[config.mk]
export PLATFORM = sky130hd
export DESIGN_NAME = pipe_adder
export DESIGN_NICKNAME = d
export VERILOG_FILES = /design/src/rtl/pipe_adder.sv
export SDC_FILE = /design/constraint.sdc
export NUM_CORES = 1
export LEC_CHECK = 0
export BUFFER_PORTS_ARGS = -buffer_cell sky130_fd_sc_hd__buf_4
export CORE_ASPECT_RATIO = 1.75
export CORE_UTILIZATION = 51
export CTS_CLUSTER_SIZE = 25
export DETAILED_ROUTE_END_ITERATION = 16
export GPL_ROUTABILITY_DRIVEN = 1
export PLACE_DENSITY_LB_ADDON = 0.3
export SLEW_MARGIN = 15
export SYNTH_ARGS = -nofsm -noshare
export SYNTH_HDL_FRONTEND = slang
export SYNTH_SLANG_ARGS = --single-unit
[constraint.sdc]
create_clock -name clk -period 1.6 [get_ports clk]
set_input_delay 0.32 -clock clk [delete_from_list [all_inputs] [get_ports clk]]
set_output_delay 0.32 -clock clk [all_outputs]
set_load 0.01 [all_outputs]
[src/rtl/pipe_adder.sv]
// Pipelined add/subtract unit: the WIDTH-bit carry chain is cut into STAGES
// registered segments, with a valid/ready handshake on both sides.
module pipe_adder #(
    parameter int WIDTH  = 8,
    parameter int STAGES = 2
) (
    input  logic             clk,
    input  logic             rst,
    input  logic             in_valid,
    output logic             in_ready,
    input  logic [WIDTH-1:0] a,
    input  logic [WIDTH-1:0] b,
    input  logic             cin,
    input  logic             sub,
    output logic             out_valid,
    input  logic             out_ready,
    output logic [WIDTH-1:0] sum,
    output logic             carry,
    output logic             overflow
);
    localparam int SEG  = WIDTH / STAGES;
    localparam int LAST = STAGES - 1;

    if (WIDTH < 2 || STAGES < 1 || (WIDTH % STAGES) != 0) begin : g_param_check
        $error("pipe_adder: WIDTH must be >= 2 and an exact multiple of STAGES >= 1");
    end

    // Each stage carries the full operands and the partially built sum; stage k
    // fills in sum segment k and passes its segment carry to stage k+1.
    logic [STAGES-1:0]            v_q, v_d;
    logic [STAGES-1:0]            c_q, c_d;
    logic [STAGES-1:0][WIDTH-1:0] a_q, a_d;
    logic [STAGES-1:0][WIDTH-1:0] b_q, b_d;
    logic [STAGES-1:0][WIDTH-1:0] s_q, s_d;
    logic                         ov_q, ov_d;
    logic                         advance;

    assign advance = !v_q[LAST] || out_ready;

    always_comb begin
        logic [WIDTH-1:0] a_src;
        logic [WIDTH-1:0] b_src;
        logic [WIDTH-1:0] s_src;
        logic             c_src;
        logic             v_src;
        logic [SEG:0]     seg;
        v_d = '0;
        c_d = '0;
        a_d = '0;
        b_d = '0;
        s_d = '0;
        for (int unsigned k = 0; k < STAGES; k++) begin
            if (k == 0) begin
                a_src = a;
                b_src = sub ? ~b : b;
                s_src = '0;
                c_src = sub ? 1'b1 : cin;
                v_src = in_valid;
            end else begin
                a_src = a_q[k-1];
                b_src = b_q[k-1];
                s_src = s_q[k-1];
                c_src = c_q[k-1];
                v_src = v_q[k-1];
            end
            seg = {1'b0, a_src[k*SEG +: SEG]} + {1'b0, b_src[k*SEG +: SEG]}
                + {{SEG{1'b0}}, c_src};
            a_d[k]              = a_src;
            b_d[k]              = b_src;
            s_d[k]              = s_src;
            s_d[k][k*SEG +: SEG] = seg[SEG-1:0];
            c_d[k]              = seg[SEG];
            v_d[k]              = v_src;
        end
        ov_d = (a_d[LAST][WIDTH-1] == b_d[LAST][WIDTH-1])
            && (s_d[LAST][WIDTH-1] != a_d[LAST][WIDTH-1]);
    end

    always_ff @(posedge clk or posedge rst) begin
        if (rst) begin
            v_q  <= '0;
            c_q  <= '0;
            a_q  <= '0;
            b_q  <= '0;
            s_q  <= '0;
            ov_q <= 1'b0;
        end else if (advance) begin
            v_q  <= v_d;
            c_q  <= c_d;
            a_q  <= a_d;
            b_q  <= b_d;
            s_q  <= s_d;
            ov_q <= ov_d;
        end
    end

    assign in_ready  = advance;
    assign out_valid = v_q[LAST];
    assign sum       = s_q[LAST];
    assign carry     = c_q[LAST];
    assign overflow  = ov_q;

endmodule
; ---- Yosys cells after proc, flatten, opt, wreduce, memory -nomap -nowiden
; Index checks and enable logic that the tools add are counted.
; W data, S select, Z words.
[totals]
register_bits = 33
in_bits = 22
elab_cells = 19
out_inout_bits = 12
[op_classes]
bitwise_logic = 1
reduce_logical = 3
muxes = 2
add_sub_neg = 4
eq_ne = 2
[op_table]
columns = cell, n
row1 = $add A4 B4 Y5, 2
row2 = $add A5 B1 Y5, 2
row3 = $mux W8, 1
row4 = $not A8 Y8, 1
row5 = $eq A1 B1 Y1, 1
row6 = $logic_and A1 B1 Y1, 1
row7 = $logic_not A1 Y1, 1
row8 = $logic_or A1 B1 Y1, 1
row9 = $mux W1, 1
row10 = $ne A1 B1 Y1, 1

; ---- Logic depth before layout (Yosys ltp)
[logic_depth]
word_depth = 4
ltp_mapped = 7
depth_no_buf = 6

; ---- Worst setup path before layout
; Ideal clock, no wire load.
[synth_timing]
path_kind = input-to-reg
start = in sub
end = reg c_q[0]
setup_time_ns = 0.128
path_buffers = 1
required_time_ns = 1.472
cell_stages = 7
arrival_ns = 1.969
setup_slack_ns = -0.498
path_cell_list = buf_2 > or2_2 > fa_1 > fa_1 > a21o_1 > a21oi_1 > a21oi_1
[synth_between]
elab_chain_cells = 3
word_cells_on_any_way = 4
classes_between = 2 x add/sub / 2 x mux
[synth_rtl]
columns = item, line_no
row1 = "start, declared", 14  ; input logic sub,
row2 = $mux W8, 55  ; b_src = sub ? ~b : b;
row3 = $add A4 B4 Y5, 66  ; seg = {1'b0, a_src[k*SEG +: SEG]} + {1'b0, b_src[k*SEG +: SEG]}
row4 = $add A5 B1 Y5 *, 67  ; + {{SEG{1'b0}}, c_src};
row5 = "end signal, assigned", 82  ; c_q <= '0;
row6 = "end signal, assigned", 89  ; c_q <= c_d;
row7 = "end, declared", 31  ; logic [STAGES-1:0] c_q, c_d;
; Every way passes the cells marked *; elsewhere a longest branch is shown, timed or not.
; A chain may end at the register's enable or synchronous reset.

; ---- Worst setup path after layout
[layout_timing]
start = in cin
end = reg c_q[0]
[layout_between]
elab_chain_cells = 2
[layout_rtl]
columns = item, line_no
row1 = "start, declared", 13  ; input logic cin,
row2 = $mux W1, 57  ; c_src = sub ? 1'b1 : cin;
row3 = $add A5 B1 Y5, 67
; Every way passes these cells.

==> out/metrics.csv <==
metric,value,unit
outcome,completed,
floorplan.die_area,2780,sq um
synthesis.area,1310,sq um
finalCriticalPeriod,1.56,ns
fmaxAchievable,640,MHz
critical_path_depth_in_cells,7,
synth.largest_area_cell,dfrtp_1,
crit_buf_inv,1,
critPathKind,in -> reg,
path_max_fanout,2,
antenna_cells,0,
placed_cell_area,1620,sq um
comb_power_share,0.372,
synth_area_leaders,"dfrtp_1, nand2_1, fa_1",
largest_net_degree_at_the_start_of_global_routing,26,
placement_rows,24,
critical_path_required,1.74,ns
cts_max_level,1,
post-dp-hpwl,2070,um
worstSetupStartpointType,input port,
power.internal,1.35,mW
synth-edff-count,0,
stdcell_area,1700,sq um
first_global_vias,1120,
postSynth.topFlopCell,dfrtp_1,
final_layout_net_count,210,
worstHoldPathType,in -> async,
p_switching,0.640,mW
fp.coreArea,2460,sq um
clk_root_buffer_cell,clkbuf_8,
postSynthRegisterBits,25,
track_usage,0.222,
report.final.setup_viol,0,
clk-insertion-delay-late,0.26,ns
r2r_cells,4,
synth_cells,137,
post-layout-total-power,1.99,mW
synthesis.area_per_instance,9.55,sq um
placement.setup.worst_slack,-0.387,ns
layout.filler_cells,211,
detailedRoute.firstPassIterationCount,4,
cts_buffer_depth,2,
cp_slowest_stage_delay,0.36,ns
part_of_the_total_power_dissipated_in_sequential_elements,0.448,
globalplace.congestion,0.833,
grt_pass1_wl,4440,um
die_height,69.0,um
post_route_cells_drive_above_1_share,0.316,
cp_top_family,adder cells,
worst-slew-pin-transition,0.310,ns
max_cap_violations,0,
powerDensity,1170,nW/um^2
vias_per_cell,5.19,
maxSlewHeadroom,0.794,
clk_pin_slew,0.08,ns
rsz0062_at_grt,true,
vias,1053,
pwr-share-clk,0.181,
worstSetupEndpointType,flip-flop,
sequential_element_share_of_the_synthesized_area,0.478,
place.port_buffers,33,
dr.first_iter.drc_count,23,
ios,34,
power.leakage,0.869,nW
initial_core_util,0.532,
final_global_route_overflow_total,0,
yosysWarnings,0,
final_period_util,0.976,
largest_voltage_drop_on_the_vdd_net,0.680,mV
clock_sinks,25,
synthArstFlopShare,1.00,
slew_limit_fails,0,
antenna_found_initial,0,
post-route-worst-setup-slack,0.0378,ns
cts-buffers-inserted,3,
total_wire_length,2630,um
postRouteAntennaNets,0,
finalClockSkew,0.00326,ns
drc,0,
die_span_x,40.3,um
syn_nets,169,
hold_viol_final,0,
flow.area_growth_from_synthesis,30.1,%
tritoncts,done,
netlist-cell-type-count,28,
post_drt_wl_per_cell,13.0,um
arrival,1.71,ns
critical_path.cell_chain,buf_6 -> or2_4 -> fa_2 -> fa_2 -> a21o_1 -> a21oi_1 -> a21oi_1,
crit_path_top_delay_cell,fa_2,
synth.top_cell.area_share,0.478,
proportion_of_total_power_due_to_net_switching,0.321,
## power by group through the flow
stage / Combinational [mW] / Clock [mW] / Sequential, mW
global placement: 0.687 / 0 / 0.895
finish: 0.741 / 0.360 / 0.892
detailed placement: 0.713 / 0 / 0.906
floorplan: 0.370 / 0 / 0.936
global route: 0.826 / 0.399 / 0.919
CTS: 0.724 / 0.371 / 0.893
## cells in the final DEF, fill, tap and decap left out
| cell type | instances |
|---|---|
| o31ai_1 | 1 |
| or2_4 | 1 |
| inv_2 | 1 |
| clkinv_2 | 1 |
| nand2b_1 | 1 |
| nor2b_1 | 1 |
| xor2_1 | 5 |
| nor2b_4 | 1 |
| ha_1 | 6 |
| nor2b_2 | 1 |
| clkbuf_1 | 1 |
| xnor2_1 | 4 |
| a211oi_2 | 1 |
| a21boi_0 | 2 |
| nand2_1 | 42 |
| mux2i_1 | 1 |
| inv_1 | 6 |
| o21ai_1 | 1 |
| fa_2 | 4 |
| buf_4 | 40 |
| buf_6 | 2 |
| dfrtp_1 | 25 |
| or4_1 | 1 |
| o41ai_2 | 1 |
| a211oi_1 | 1 |
| a21oi_1 | 6 |
| clkbuf_8 | 3 |
| o2111ai_1 | 1 |
| nor2_1 | 4 |
| nand3_1 | 2 |
| a21o_1 | 2 |
| o21ai_0 | 8 |
## worst register-to-register path: stages, from the launching register on
cell and delay, ns:
dfrtp_1 0.41, fa_2 0.42, inv_1 0.09, fa_2 0.43, a21oi_1 0.14
## per-stage QoR
stage | hold WS [ns] | TNS [ns] | util | instances
2_1_floorplan | 0.347 | -0.707 | - | 137
3_3_place_gp | 0.390 | -0.994 | 0.659 | 198
3_5_place_dp | 0.396 | -1.10 | 0.659 | 198
4_1_cts | 0.112 | 0 | 0.681 | 203
5_1_grt | 0.147 | -0.0140 | 0.692 | 203
6_report | 0.101 | 0 | 0.692 | 203
## sequential cells by signal, summed over array words and instances (netlist names)
name,cells
a_d,4
b_d,4
c_q,2
overflow,1
s_d,4
sum,8
v_q,2
## cells by family (layout without fill, tap and decap cells)
kind of cell	count (synthesis)	count (layout)	share of synthesized area
AO/OA/AOI/OAI	24	24	0.111
XOR/XNOR	9	9	0.0602
adder cells (fa/ha/maj)	10	10	0.119
buffers and inverters	14	54	0.0497
flip-flops	25	25	0.478
multiplexers	1	1	0.00765
AND/OR/NAND/NOR	54	54	0.175
## what timing repair did
item / in CTS / in global routing
setup endpoints to repair: 2 / 4
hold buffers: 0 / 0
pin swaps: 2 / 1
setup buffers: 1 / 0
cloned: 0 / 0
resized for setup: 1 / 6
## layout make-up
class / count / area, sq um / area share
multi-input cells: 98 / 646 / 0.379
flip-flops and latches: 25 / 626 / 0.367
repair buffers: 42 / 323 / 0.190
clock buffers: 4 / 45.0 / 0.0265
well taps: 26 / 32.5 / 0.0191
inverters: 8 / 31.3 / 0.0184
## final timing paths
path | start | endpoint | slack, ns
max | cin | c_q[0] | 0.04
min | rst | sum[0] | 0.10
max reg2reg | b_d[12] | sum[5] | 0.05
min reg2reg | s_d[8] | sum[0] | 0.47
max in group asynchronous | rst | v_q[1] | 1.26
min in group clk | a[6] | a_d[14] | 0.25
## cell usage after synthesis (all sizes together), types with 2 or more instances
library cell,instances
nand2,42
dfrtp,25
o21ai,9
inv,7
a21oi,6
ha,6
buf,5
xor2,5
fa,4
nor2,4
xnor2,4
nor2b,3
a211oi,2
a21boi,2
a21o,2
nand3,2
## routing by layer
metal	global-route usage	vias up	wire, um
met5	0	-	0
met2	0.396	39	1430
met1	0.244	488	1040
li1	-	520	-
met3	0.0322	6	108
met4	0.0741	0	51
No activity file was read; power rests on OpenSTA's default activity.
